==> src/rtl/ctrl_pipe.sv <==
// ctrl_pipe: decoded-control pipeline registers (D->E, E->M, M->W) for the
// pipelined RISC-V core. Resolves branch/jump in Execute (PCSrcE), turns the
// next Execute slot into a bubble on FlushE or an invalid Decode slot, and
// exports the per-stage control bits used by the hazard unit.
//
// Optional feature: define CTRL_PERF_EN to add the RetireCnt / FlushCnt
// performance counters and their ports. Without it they do not exist.
module ctrl_pipe #(
  parameter int CNT_W = 32
) (
  input  logic             clk,
  input  logic             reset,
  input  logic             ValidD,
  input  logic             RegWriteD,
  input  logic [1:0]       ResultSrcD,
  input  logic             MemWriteD,
  input  logic             JumpD,
  input  logic             BranchD,
  input  logic             ALUSrcD,
  input  logic [2:0]       ALUControlD,
  input  logic             FlushE,
  input  logic             ZeroE,
  output logic             ALUSrcE,
  output logic [2:0]       ALUControlE,
  output logic             PCSrcE,
  output logic             ResultSrcE0,
  output logic             RegWriteM,
  output logic             MemWriteM,
  output logic             RegWriteW,
  output logic [1:0]       ResultSrcW
`ifdef CTRL_PERF_EN
  ,
  output logic [CNT_W-1:0] RetireCnt,
  output logic [CNT_W-1:0] FlushCnt
`endif
);

  // Counter width sanity check, evaluated at elaboration in every build.
  if (CNT_W < 1) begin : g_cnt_w_check
    $error("ctrl_pipe: CNT_W must be at least 1");
  end

  typedef struct packed {
    logic       valid;
    logic       regwrite;
    logic [1:0] resultsrc;
    logic       memwrite;
    logic       jump;
    logic       branch;
    logic       alusrc;
    logic [2:0] alucontrol;
  } e_stage_t;

  typedef struct packed {
    logic       valid;
    logic       regwrite;
    logic [1:0] resultsrc;
    logic       memwrite;
  } m_stage_t;

  typedef struct packed {
    logic       valid;
    logic       regwrite;
    logic [1:0] resultsrc;
  } w_stage_t;

  e_stage_t e_q, e_next;
  m_stage_t m_q, m_next;
  w_stage_t w_q, w_next;

  // Next Execute contents: a flush or an invalid Decode slot yields a bubble.
  always_comb begin
    e_next = '0;
    if (!FlushE && ValidD) begin
      e_next.valid      = 1'b1;
      e_next.regwrite   = RegWriteD;
      e_next.resultsrc  = ResultSrcD;
      e_next.memwrite   = MemWriteD;
      e_next.jump       = JumpD;
      e_next.branch     = BranchD;
      e_next.alusrc     = ALUSrcD;
      e_next.alucontrol = ALUControlD;
    end
  end

  // Next Memory and Writeback contents: these boundaries always advance.
  always_comb begin
    m_next           = '0;
    m_next.valid     = e_q.valid;
    m_next.regwrite  = e_q.regwrite;
    m_next.resultsrc = e_q.resultsrc;
    m_next.memwrite  = e_q.memwrite;
    w_next           = '0;
    w_next.valid     = m_q.valid;
    w_next.regwrite  = m_q.regwrite;
    w_next.resultsrc = m_q.resultsrc;
  end

  // Stage registers; reset empties all three stages in the same edge.
  always_ff @(posedge clk) begin
    if (reset) begin
      e_q <= '0;
      m_q <= '0;
      w_q <= '0;
    end else begin
      e_q <= e_next;
      m_q <= m_next;
      w_q <= w_next;
    end
  end

  // Stage outputs; side-effecting enables are qualified by the stage valid bit.
  always_comb begin
    ALUSrcE     = e_q.alusrc;
    ALUControlE = e_q.alucontrol;
    PCSrcE      = e_q.valid & ((e_q.branch & ZeroE) | e_q.jump);
    ResultSrcE0 = e_q.resultsrc[0];
    RegWriteM   = m_q.valid & m_q.regwrite;
    MemWriteM   = m_q.valid & m_q.memwrite;
    RegWriteW   = w_q.valid & w_q.regwrite;
    ResultSrcW  = w_q.resultsrc;
  end

`ifdef CTRL_PERF_EN
  // Retire counts instructions entering W; flush counts FlushE cycles. Both wrap.
  always_ff @(posedge clk) begin
    if (reset) begin
      RetireCnt <= '0;
      FlushCnt  <= '0;
    end else begin
      if (m_q.valid) begin
        RetireCnt <= RetireCnt + CNT_W'(1);
      end
      if (FlushE) begin
        FlushCnt <= FlushCnt + CNT_W'(1);
      end
    end
  end
`endif

endmodule

==> config.mk <==
export PLATFORM = sky130hd
export DESIGN_NAME = ctrl_pipe
export DESIGN_NICKNAME = d
export VERILOG_FILES = /design/src/rtl/ctrl_pipe.sv
export SDC_FILE = /design/constraint.sdc
export NUM_CORES = 1
export LEC_CHECK = 0
export BUFFER_PORTS_ARGS = -buffer_cell sky130_fd_sc_hd__buf_2
export CAP_MARGIN = 20
export CORE_MARGIN = 2
export CORE_UTILIZATION = 43
export CTS_CLUSTER_DIAMETER = 40
export CTS_CLUSTER_SIZE = 28
export DETAILED_ROUTE_END_ITERATION = 6
export PLACE_DENSITY = 0.76
export SYNTH_ARGS = -nofsm -noshare
export SYNTH_HDL_FRONTEND = slang
export SYNTH_SLANG_ARGS = --single-unit
==> constraint.sdc <==
create_clock -name clk -period 0.8 [get_ports clk]
set_input_delay 0.08 -clock clk [delete_from_list [all_inputs] [get_ports clk]]
set_output_delay 0.08 -clock clk [all_outputs]
set_load 0.02 [all_outputs]
==> results by group <==
Run status
  • Status: finished with violations
  • Failing checks: setup timing

Critical path
  • Worst stage delay on the critical path: 340 ps
  • Slowest-stage cell, CP: dfxtp_2
  • Setup crit start kind: register
  • CP Cell Sequence: a21oi_2 > nor2b_1 > buf_4
  • Path type of the worst setup path: reg -> out
  • Worst Path Buf+Inv: 1
  • Worst-path maximum fanout: 1
  • CP top delay family: flip-flops
  • Data required time of the critical path: about 720 ps
  • Worst EP arrival: 930 ps
  • CP Capture Type: output port

Drt
  • Vias/cell: 4.23
  • WL/cell: between 9 and 10 um
  • Drt drc: 0
  • First-pass iteration count of the detailed router: 2
  • Met3 wire len: 61 um
  • Top sig layer: met4
  • DR iter-0 viols: 1
  • Antenna viol nets, final: 0
  • Vias post-DR: between 400 and 500
  • Detailed Route WL: 966 um
  • Met2 WL: 526 um
  • Wl on met1: between 300 and 400 um

STA
  • Setup TNS: -753 ps
  • Post-layout worst setup margin: -206 ps
  • Period utilisation layout: 1.26
  • Final Slew Violations: 0
  • Final hold violations: 0
  • Finish-stage setup viols: 11
  • Actual slew at the worst max-slew pin: 476 ps
  • Final Skew: 5.50 ps
  • Fin crit period: 1010 ps
  • Slew margin rel.: 0.681
  • RSZ-0062 raised after global routing: yes
  • Max Fclk: 994 MHz

Logic synthesis
  • Flops & latches, synth: 20
  • YS warnings: 0
  • Share of async-settable or async-resettable flops after synthesis: 0
  • Post-synth top area cell: dfxtp_1
  • Post-Syn Nets: 66
  • Instance count of the mapped netlist: 51
  • Synth Cell Area: 616 um^2
  • Area contributors post-synth: dfxtp_1, and2_1, and2b_1
  • Most common cell in the synthesized netlist: dfxtp_1
  • Number of synthesized flops with an enable pin: 0
  • Ys flop type: dfxtp_1
  • Netlist cell types: 7
  • Mapped Avg Cell Area: 12.1 um^2
  • Sequential area share after synthesis: 0.650
  • Synth top area share: 0.650
  • Top post-synthesis cells by count: dfxtp_1, and2_1, and2b_1

CTS
  • CTS clk-pin slew, worst paths: 110 ps
  • Total CTS buffers: 3
  • Clock insertion delay at the later pin of the skew report: 290 ps
  • Htree depth: 1
  • CTS Sinks: 20
  • Clock buffer depth: 2
  • TritonCTS clock tree: done
  • Setup Buffers After CTS: 0
  • CTS root buf: clkbuf_4

Floorplan
  • Core area: 1320 um^2
  • Die area: 1750 um^2
  • Die Wd: 41.8 um
  • Initial Util: 0.467
  • IO Pins: 26
  • Die H: 41.8 um
  • # rows: 13

Cells and area
  • Antenna diodes: 0
  • Area Overhead vs Synth: 54.1%
  • Layout net count: 101
  • Final core utilization: 0.720
  • Share of cells above drive strength 1: 0.541
  • Fillers: 85

Placement
  • Port Buf Inserts: 25
  • RePlAce Congestion: 0.628
  • Hpwl dp: between 500 and 600 um

Job
  • Reported max-cap violation count: 0

Global routing
  • Total grt overflow: 0
  • Gr usage total: 0.123
  • Vias in the first global route: 425
  • Largest net degree at the start of global routing: 12
  • Initial antenna violation count: 0
  • First-pass GRT wire length: roughly 1700 um

Hold path
  • Hold Crit Class: in -> reg

Pwr
  • NetSw: about 0.33 mW
  • Combinational Power Share: 0.078
  • Pint: between 1 and 1.5 mW
  • Clock power share: 0.323
  • Switching share of power: 0.192
  • Reg power frac: 0.599
  • Power per cell area: 1810 nW/um^2
  • Peak VDD IR: 1050 uV
  • Leakage: about 0.45 nW
==> cell families after synthesis <==
| group | count (synthesis) | share of synthesized area |
|---|---|---|
| flip-flops | 20 | 0.650 |
| buffers and inverters | 6 | 0.0732 |
| AO/OA/AOI/OAI | 1 | 0.00812 |
| AND/OR/NAND/NOR | 24 | 0.268 |
==> repair_timing <==
item / in CTS / in global routing
cloned: 0 / 0
gates resized for setup: 31 / 5
pin swaps: 2 / 1
setup endpoints to repair: 11 / 11
hold buffers: 10 / 0
hold endpoints to repair: 10 / 0
==> state kept, by name (all words and copies together) (netlist names) <==
signal / count
e_q: 6
ResultSrcW: 2
w_q: 2
ALUSrcE: 1
ResultSrcE0: 1
ALUControlE: 3
m_q: 5
==> final timing paths <==
kind / from / to / slack (ps) / cells past startpoint
setup / recovery: e_q[4] / PCSrcE / -210 / 3
hold reg to reg: e_q[6] / m_q[0] / 440 / 1
hold / removal: FlushE / e_q[10] / 20 / 2
setup reg to reg: m_q[4] / w_q[3] / 220 / 1
==> through the flow <==
stage	cell area, um^2	total power, mW	std cells	hold WS, ps	worst slack, ps
finish	948	1.72	100	21.6	-206
global placement	722	1.13	86	279	-59.7
floorplan	616	1.09	51	152	65.0
detailed placement	722	1.13	86	282	-96.6
CTS	938	1.73	100	1.76	-211
global route	948	1.80	100	13.2	-247
==> cell usage in the layout, fill, tap and decap left out, drive strengths merged <==
cell | Yosys | layout
dlygate4sd3 | 0 | 10
a21oi | 1 | 1
nor3b | 1 | 1
buf | 6 | 26
clkbuf | 0 | 4
dfxtp | 20 | 20
nor2b | 3 | 3
and2b | 7 | 7
and2 | 13 | 13
==> per-layer routing <==
| layer | vias to the layer above | global-route usage |
|---|---|---|
| met5 | - | 0 |
| met4 | 0 | 0.0710 |
| met3 | 2 | 0.0304 |
| met2 | 19 | 0.228 |
| met1 | 185 | 0.121 |
| li1 | 217 | - |
==> power by group through the flow <==
stage	clock, mW	combinational (mW)	sequential, mW
CTS	0.571	0.131	1.03
floorplan	0	0.0403	1.05
finish	0.555	0.134	1.03
global placement	0	0.0829	1.05
detailed placement	0	0.0846	1.05
global route	0.627	0.146	1.03
==> area by class of cell <==
class	instances	area, um^2	area share
Multi-Input combinational cell	25	181	0.191
Tap cell	15	18.8	0.0198
Timing Repair Buffer	36	298	0.314
Clock buffer	4	36.3	0.0383
Sequential cell	20	414	0.437
Power figures use the tool's default switching activity.
